$ cat config.mk
export PLATFORM = sky130hd
export DESIGN_NAME = pingpong_drain
export DESIGN_NICKNAME = d
export VERILOG_FILES = /design/src/rtl/pingpong_drain.sv
export SDC_FILE = /design/constraint.sdc
export NUM_CORES = 1
export LEC_CHECK = 0
export ABC_AREA = 0
export CORE_ASPECT_RATIO = 0.8
export CORE_MARGIN = 3
export CORE_UTILIZATION = 60
export DETAILED_ROUTE_END_ITERATION = 6
export GPL_TIMING_DRIVEN = 0
export PLACE_DENSITY = 0.87
export SLEW_MARGIN = 0
export SYNTH_ARGS = -nofsm -noshare
export SYNTH_HDL_FRONTEND = slang
export SYNTH_SLANG_ARGS = --single-unit
$ cat constraint.sdc
create_clock -name clk -period 4 [get_ports clk]
set_input_delay 0.8 -clock clk [delete_from_list [all_inputs] [get_ports clk]]
set_output_delay 0.8 -clock clk [all_outputs]
set_load 0.005 [all_outputs]
$ cat src/rtl/pingpong_drain.sv
// Ping-pong FIFO drain: tracks frames written into two FIFO banks (A = 1/2,
// B = 3/4), then reads complete frames out strictly alternating between banks
// and marks each frame with start, end and bank flags.
module pingpong_drain (
  input  logic        clk,
  input  logic        reset,
  input  logic        ce,
  input  logic        enable,
  input  logic [12:0] packer_len,
  input  logic        fifo_wr1,
  input  logic        fifo_wr2,
  input  logic        fifo_wr3,
  input  logic        fifo_wr4,
  input  logic        out_ready,
  output logic        fifo_rd1,
  output logic        fifo_rd2,
  output logic        fifo_rd3,
  output logic        fifo_rd4,
  output logic        out_valid,
  output logic        out_sop,
  output logic        out_eop,
  output logic        out_bank,
  output logic        fifo_flush,
  output logic        ovf_err,
  output logic        pair_err
);

  localparam int unsigned LEN_W  = 13;
  localparam int unsigned PEND_W = 2;

  typedef enum logic [1:0] {
    IDLE = 2'd0,
    RD_A = 2'd1,
    RD_B = 2'd2
  } state_t;

  state_t             state_q, state_d;
  logic [LEN_W-1:0]   len_q;
  logic [LEN_W-1:0]   last_idx;
  logic [LEN_W-1:0]   wc_a_q, wc_b_q, rc_q;
  logic [PEND_W-1:0]  pend_a_q, pend_b_q;
  logic               next_bank_q;

  logic               comp_a, comp_b;
  logic               rd_a_c, rd_b_c, rd_c, last_rd_c;
  logic               done_a, done_b;
  logic               abort_c;
  logic               ovf_a, ovf_b;

  // Simulink clock-enable port is accepted but has no effect
  logic               ce_unused;
  assign ce_unused = ce;

  // Frame length 0 wraps to 8191, i.e. an 8192-word frame
  assign last_idx = len_q - LEN_W'(1);

  assign comp_a = enable && fifo_wr1 && (wc_a_q == last_idx);
  assign comp_b = enable && fifo_wr3 && (wc_b_q == last_idx);
  assign done_a = rd_a_c && last_rd_c;
  assign done_b = rd_b_c && last_rd_c;
  assign ovf_a  = comp_a && !done_a && (pend_a_q == PEND_W'(3));
  assign ovf_b  = comp_b && !done_b && (pend_b_q == PEND_W'(3));

  assign abort_c = !enable && ((state_q != IDLE) || (|wc_a_q) || (|wc_b_q) ||
                               (|rc_q) || (|pend_a_q) || (|pend_b_q));

  assign fifo_rd1 = rd_a_c;
  assign fifo_rd2 = rd_a_c;
  assign fifo_rd3 = rd_b_c;
  assign fifo_rd4 = rd_b_c;

  // Pending-frame count: saturates at 3, simultaneous inc/dec cancels
  function automatic logic [PEND_W-1:0] pend_next(input logic [PEND_W-1:0] p,
                                                   input logic inc, input logic dec);
    logic [PEND_W-1:0] r;
    r = p;
    if (inc && !dec && (p != PEND_W'(3))) r = p + PEND_W'(1);
    else if (dec && !inc)                 r = p - PEND_W'(1);
    return r;
  endfunction

  // State register
  always_ff @(posedge clk or posedge reset) begin
    if (reset) state_q <= IDLE;
    else       state_q <= state_d;
  end

  // Next-state: serve the bank whose turn it is, return to IDLE after each frame
  always_comb begin
    state_d = state_q;
    if (!enable) begin
      state_d = IDLE;
    end else begin
      case (state_q)
        IDLE: begin
          if (!next_bank_q && (pend_a_q != '0))     state_d = RD_A;
          else if (next_bank_q && (pend_b_q != '0)) state_d = RD_B;
        end
        RD_A, RD_B: if (last_rd_c) state_d = IDLE;
        default: state_d = IDLE;
      endcase
    end
  end

  // Read strobes: issued while reading a bank and the sink will take a word
  always_comb begin
    rd_a_c    = 1'b0;
    rd_b_c    = 1'b0;
    case (state_q)
      RD_A:    rd_a_c = enable && out_ready;
      RD_B:    rd_b_c = enable && out_ready;
      default: ;
    endcase
    rd_c      = rd_a_c || rd_b_c;
    last_rd_c = rd_c && (rc_q == last_idx);
  end

  // Frame length capture while acquisition is stopped
  always_ff @(posedge clk or posedge reset) begin
    if (reset)        len_q <= '0;
    else if (!enable) len_q <= packer_len;
  end

  // Write/read progress, pending frames and bank turn; all cleared while stopped
  always_ff @(posedge clk or posedge reset) begin
    if (reset) begin
      wc_a_q      <= '0;
      wc_b_q      <= '0;
      rc_q        <= '0;
      pend_a_q    <= '0;
      pend_b_q    <= '0;
      next_bank_q <= 1'b0;
    end else if (!enable) begin
      wc_a_q      <= '0;
      wc_b_q      <= '0;
      rc_q        <= '0;
      pend_a_q    <= '0;
      pend_b_q    <= '0;
      next_bank_q <= 1'b0;
    end else begin
      if (fifo_wr1) wc_a_q <= comp_a ? '0 : wc_a_q + LEN_W'(1);
      if (fifo_wr3) wc_b_q <= comp_b ? '0 : wc_b_q + LEN_W'(1);
      if (rd_c)     rc_q   <= last_rd_c ? '0 : rc_q + LEN_W'(1);
      pend_a_q <= pend_next(pend_a_q, comp_a, done_a);
      pend_b_q <= pend_next(pend_b_q, comp_b, done_b);
      if (last_rd_c) next_bank_q <= ~next_bank_q;
    end
  end

  // Output word flags follow the read strobe by the FIFO read latency
  always_ff @(posedge clk or posedge reset) begin
    if (reset) begin
      out_valid <= 1'b0;
      out_sop   <= 1'b0;
      out_eop   <= 1'b0;
      out_bank  <= 1'b0;
    end else begin
      out_valid <= rd_c;
      out_sop   <= rd_c && (rc_q == '0);
      out_eop   <= last_rd_c;
      if (rd_c) out_bank <= rd_b_c;
    end
  end

  // Flush pulse on abort and sticky error flags
  always_ff @(posedge clk or posedge reset) begin
    if (reset) begin
      fifo_flush <= 1'b0;
      ovf_err    <= 1'b0;
      pair_err   <= 1'b0;
    end else begin
      fifo_flush <= abort_c;
      if (ovf_a || ovf_b) ovf_err <= 1'b1;
      if ((fifo_wr1 != fifo_wr2) || (fifo_wr3 != fifo_wr4)) pair_err <= 1'b1;
    end
  end

endmodule

# Word level (Yosys, flattened, before mapping)
# Cells that the tools add are included.
[totals]
inputBits = 22
word_cells = 113
register_bits = 66
output_inout_bits = 11
[classes]
reduce_logical = 46
mux = 24
n_bitwise = 1
add_sub_neg = 8
n_eq_ne = 19
[op_table]
columns = ["operator", "count"]
rows = [
  ["two-way mux 13 bit", 9],
  ["adder 13 x 1 -> 13 bit, second input constant", 3],
  ["equality test 13 bit", 3],
  ["OR reduction 13 bit", 3],
  ["logical AND 1 bit", 20],
  ["two-way mux 2 bit", 10],
  ["logical NOT 13 bit", 1],
  ["subtractor 13 x 1 -> 13 bit, second input constant", 1],
  ["logical OR 1 bit", 8],
  ["inequality test 2 x 1 -> 1 bit, second input constant", 4],
  ["equality test 2 bit, second input constant", 3],
  ["logical NOT 1 bit", 6],
  ["inequality test 3 x 1 -> 1 bit, second input constant", 2],
  ["nonzero test 2 bit", 3],
  ["OR reduction 2 bit", 3],
  ["adder 2 x 1 -> 2 bit, second input constant", 2],
  ["two-way mux 1 bit", 4],
  ["inequality test 2 bit, second input constant", 2],
  ["inequality test 4 bit, second input constant", 1],
  ["one-hot mux 2 bit (2 select lines)", 1],
  ["subtractor 2 x 1 -> 2 bit, second input constant", 2],
  ["inequality test 3 bit, second input constant", 1],
  ["equality test 2 x 1 -> 1 bit, second input constant", 1],
  ["logical NOT 2 bit", 1],
  ["3 further kinds", 4],
]

# Longest topological paths before layout
[depth]
word_depth = 10
mapped_depth = 13
depth_no_buf = 11

# Worst setup path after synthesis
# No wires, ideal clock.
[synth_path]
path_kind = "input -> register"
start = "input port enable"
end = "register pend_b_q[1]"
path_slack_ns = 0.607
n_path_buf = 1
arrival_time_ns = 3.269
stages = 10
required_time_ns = 3.876
path_cell_list = "buf_2 > o211ai_1 > clkinv_1 > o2111ai_1 > or4_1 > nor4_1 > nand4b_1 > nor2_1 > mux2_2 > a211o_1"
[synth_via]
elab_chain_len = 10
elab_cells_between_ends = 16
cone_classes = "eq/ne (1); mux (4); reduce/logical (11)"
[synth_lines]
columns = ["item", "line_no", "rtl"]
rows = [
  ["from (decl)", "8", "input logic enable,"],
  ["logical AND 1 bit *", "110, 111", ""],
  ["two-way mux 1 bit", "109", "case (state_q)"],
  ["logical OR 1 bit *", "114", "rd_c = rd_a_c || rd_b_c;"],
  ["named net rd_c", "45", "logic rd_a_c, rd_b_c, rd_c, last_rd_c;"],
  ["logical AND 1 bit *", "115", "last_rd_c = rd_c && (rc_q == last_idx);"],
  ["logical AND 1 bit *", "60", "assign done_b = rd_b_c && last_rd_c;"],
  ["logical NOT 1 bit", "77", "if (inc && !dec && (p != PEND_W'(3))) r = p + PEND_W'(1);"],
  ["logical AND 1 bit (2 in series)", "77", ""],
  ["two-way mux 2 bit", "77", ""],
  ["two-way mux 2 bit", "133", "end else if (!enable) begin"],
  ["to (signal assigned)", "145", "pend_b_q <= pend_next(pend_b_q, comp_b, done_b);"],
  ["to (decl)", "41", "logic [PEND_W-1:0] pend_a_q, pend_b_q;"],
]
# The timed path passes the listed nets; every way through them passes the cells marked *.
# A chain may end at the register's enable or synchronous reset.

# Worst setup path in the final report
[layout_path]
start = "input port out_ready"
end = "register pend_b_q[1]"
[layout_via]
elab_chain_len = 10
elab_cells_between_ends = 13
cone_classes = "eq/ne (1); mux (4); reduce/logical (8)"
[layout_lines]
columns = ["item", "line_no", "rtl"]
rows = [
  ["from (decl)", "14", "input logic out_ready,"],
  ["logical AND 1 bit *", "110, 111", ""],
  ["two-way mux 1 bit", "109", ""],
  ["logical OR 1 bit *", "114", ""],
  ["named net rd_c", "45", ""],
  ["logical AND 1 bit *", "115", ""],
  ["logical AND 1 bit *", "60", ""],
  ["logical NOT 1 bit", "77", ""],
  ["logical AND 1 bit (2 in series)", "77", ""],
  ["two-way mux 2 bit", "77", ""],
  ["two-way mux 2 bit", "133", ""],
]
# Marks and branches as above.

==> impl_metrics.tcl <==
set metrics [dict create \
    hpwl_mm 11.55 \
    seq_area_frac_synth_pct 32.31 \
    crit_buf_inv 2 \
    max_cap_viol_count 0 \
    min_period_ps 3893 \
    maxSlewViolCount 0 \
    synth_area_um2 5112 \
    setup_ws_ps 106.5 \
    maxSlewHeadroom_pct 52.23 \
    synth_ff_type "dfrtp_1" \
    synth.largest_area_cell "dfrtp_1" \
    grt_max_degree 43 \
    cts_max_level 3 \
    num_io_pins 33 \
    yosysTopAreaCellShare_pct 32.31 \
    first_iter_violations 632 \
    ys_warn_count 0 \
    worst-setup-path-type "in -> reg" \
    die_x_um 109.2 \
    cts.path.max_buffers 2 \
    synth-seq-cells 66 \
    clk_latency_ps 370 \
    root_buffer "clkbuf_8" \
    crit_chain "clkdlybuf4s50_1 -> o211ai_1 -> clkinv_1 -> o2111ai_1 -> or4_1 -> nor4_1 -> nand4b_1 -> nor2_2 -> mux2_2 -> a211o_1" \
    synth_cell_types 73 \
    nets 690 \
    drtPass1Iterations 5 \
    grt.overflow.total 0 \
    slowest_stage "or4_1" \
    slowest_delay_ps 570 \
    grtUsageTotal_pct 33.18 \
    holdWs_ps 478.1 \
    finalHoldViolCount 0 \
    wl_mm 15.79 \
    critical-path-top-delay-family "simple AND/OR/NAND/NOR gates" \
    synth_area_leaders "dfrtp_1 32%, xnor2_1 5.8%, nand3_1 3.8%" \
    r2r_slack_ps 170 \
    cp_max_fo 8 \
    placedCellCount 747 \
    num_rows 29 \
    postSynthCellCount 608 \
    start_kind "input pin" \
    leakagePower_nw 2.382 \
    area_growth_pct 14.46 \
    async_flop_share_pct 100.0 \
    start_util_pct 63.18 \
    status "finished, final reports clean" \
    portBuffers 30 \
    grt_pass1_wl_mm 24.21 \
    synth_area_per_cell_um2 8.409 \
    ir_drop_mv 0.2602 \
    die-area_um2 9671 \
    fin_cells 771 \
    antenna_found_initial 0 \
    placed_cell_area_um2 5568 \
    fin_skew_ps 11.01 \
    cts_buffers 9 \
    postRouteAntennaNets 0 \
    cts_tree "built" \
    fmax_mhz 256.8 \
    cts.sink_count 66 \
    post-route-period-util_pct 97.34 \
    wl_per_cell_um 20.47 \
    grt_pass1_vias 4547 \
    antenna_cells 0 \
    die_h_um 88.56 \
    p_per_area_nw_per_um2 285.1 \
    route.detailed.drc 0 \
    pre_cts_ws_ps -249.4 \
    dr_total_vias 5123 \
    clk_pin_slew_ps 90 \
    tns_ps 0 \
    synth_nets 640 \
    critical_path_required_ps 4260 \
    tightest_slew_ps 713.4 \
    synth-edff-count 0 \
    drive_above_1_share_pct 11.92 \
    fin_area_um2 5852 \
    vias_per_cell 6.645 \
    hp-class "reg -> reg" \
    gp_congestion 0.9978 \
    finalSetupViolations 0 \
    rsz0062_at_grt "no" \
    fp.coreArea_um2 8092 \
    cp-end-kind "flop" \
    worstPathArrival_ps 4150 \
]
[state kept, by name, indices dropped and copies added (netlist names)]
name and count:
len_q 13, rc_q 13, wc_a_q 13, wc_b_q 13, pend_a_q 2, pend_b_q 2, state_q 2, fifo_flush 1
next_bank_q 1, out_bank 1, out_eop 1, out_sop 1, out_valid 1, ovf_err 1, pair_err 1
[layout make-up]
| cell class | count | area (um2) |
|---|---|---|
| fill | 614 | 2240 |
| clock buffer | 10 | 137.6 |
| timing repair buffer | 39 | 380.4 |
| inverter | 26 | 97.59 |
| multi-input combinational | 468 | 3189 |
| tap | 108 | 135.1 |
| clock inverter | 6 | 41.29 |
| sequential | 66 | 1652 |
| buffer | 48 | 219.0 |
[cell families after synthesis]
logic type	Yosys count	share of synthesized area [%]
buf+inv	74	6.167
mux	17	3.720
xor+xnor	57	10.03
flops	66	32.31
compound gates	118	15.74
fa+ha+maj	10	2.447
simple gates	266	29.59
[worst register-to-register path, cell delays in order, from the launching register on]
cell       delay [ps]
dfrtp_1           400
buf_2             300
inv_1              90
ha_1              440
xor2_1            220
o2111ai_1         120
or4_1             570
nor4_1            340
nand4b_1          330
nor2_2            280
mux2_2            360
a211o_1           280
[through the flow]
stage                     power (mW)  utilization [%]
after global placement         1.109            68.56
after detailed placement       1.122            68.81
after floorplan                1.002                -
after CTS                      1.655            71.21
final                          1.668            72.32
after global routing           1.735            72.32
[layout by cell type, fill, tap and decap left out, types with 6 or more instances in the layout]
cell type | synthesis | layout
xnor2_1 | 34 | 34
buf_2 | 9 | 9
buf_4 | 3 | 11
mux2_2 | 16 | 16
nand2b_1 | 11 | 11
nand4_1 | 7 | 7
a21oi_1 | 26 | 26
nor3_1 | 20 | 20
o31ai_1 | 6 | 6
and3_1 | 22 | 22
nand3_1 | 39 | 39
a31oi_1 | 25 | 25
clkbuf_8 | 0 | 10
a211oi_1 | 7 | 7
ha_1 | 10 | 10
buf_1 | 6 | 6
clkdlybuf4s50_1 | 0 | 30
xor2_1 | 22 | 22
o21ai_1 | 6 | 6
or4_1 | 6 | 6
nor4_1 | 16 | 15
nand2_1 | 47 | 46
or3_1 | 18 | 18
o21ai_0 | 6 | 6
dfrtp_1 | 66 | 66
inv_1 | 25 | 24
nor2_1 | 38 | 37
clkbuf_1 | 28 | 27
[metal layers]
layer | vias up | part of all wire (%) | track usage (%)
li1 | 2332 | - | -
met1 | 2467 | 42 | 46.44
met2 | 293 | 45 | 51.62
met3 | 31 | 11 | 7.513
met4 | 0 | 2.4 | 10.42
met5 | - | 0 | 0
[where the power goes]
part | internal, mW | switching, mW | total, mW | leakage [nW]
clock network | 0.241 | 0.295 | 0.536 | 0.0847
registers | 0.693 | 0.0273 | 0.720 | 0.882
logic | 0.162 | 0.249 | 0.412 | 1.42
total | 1.10 | 0.572 | 1.67 | 2.38
[synthesized netlist by cell type, types with 3 or more instances]
master     number
dfrtp_1        66
nand2_1        47
nand3_1        39
nor2_1         38
xnor2_1        34
clkbuf_1       28
a21oi_1        26
a31oi_1        25
inv_1          25
and3_1         22
xor2_1         22
nor3_1         20
or3_1          18
mux2_2         16
nor4_1         16
nand2b_1       11
ha_1           10
buf_2           9
a211oi_1        7
nand4_1         7
buf_1           6
o21ai_0         6
o21ai_1         6
o31ai_1         6
or4_1           6
and4_1          5
o2111ai_1       5
a41oi_1         4
nand3b_1        4
nand4b_1        4
nor4b_1         4
a21o_1          3
a22o_1          3
buf_4           3
nor3b_1         3
nor4_2          3
o211ai_1        3
or2_2           3
[path summary, 6_finish.rpt]
check	from	end	cells after the start
min in group asynchronous	reset	rc_q[7]	2
max	out_ready	pend_b_q[1]	10
max reg2reg	len_q[0]	pend_b_q[1]	11
min	ovf_err	ovf_err	1
max in group asynchronous	reset	wc_b_q[6]	3
min reg2reg	ovf_err	ovf_err	1
[what timing repair did]
item / CTS / global route
resized for setup: 2 / 7
hold endpoints to repair: 0 / 0
pin swaps: 0 / 2
setup buffers: 0 / 8
hold buffers: 0 / 0
setup endpoints to repair: 12 / 27
(Power assumes the default switching activity.)
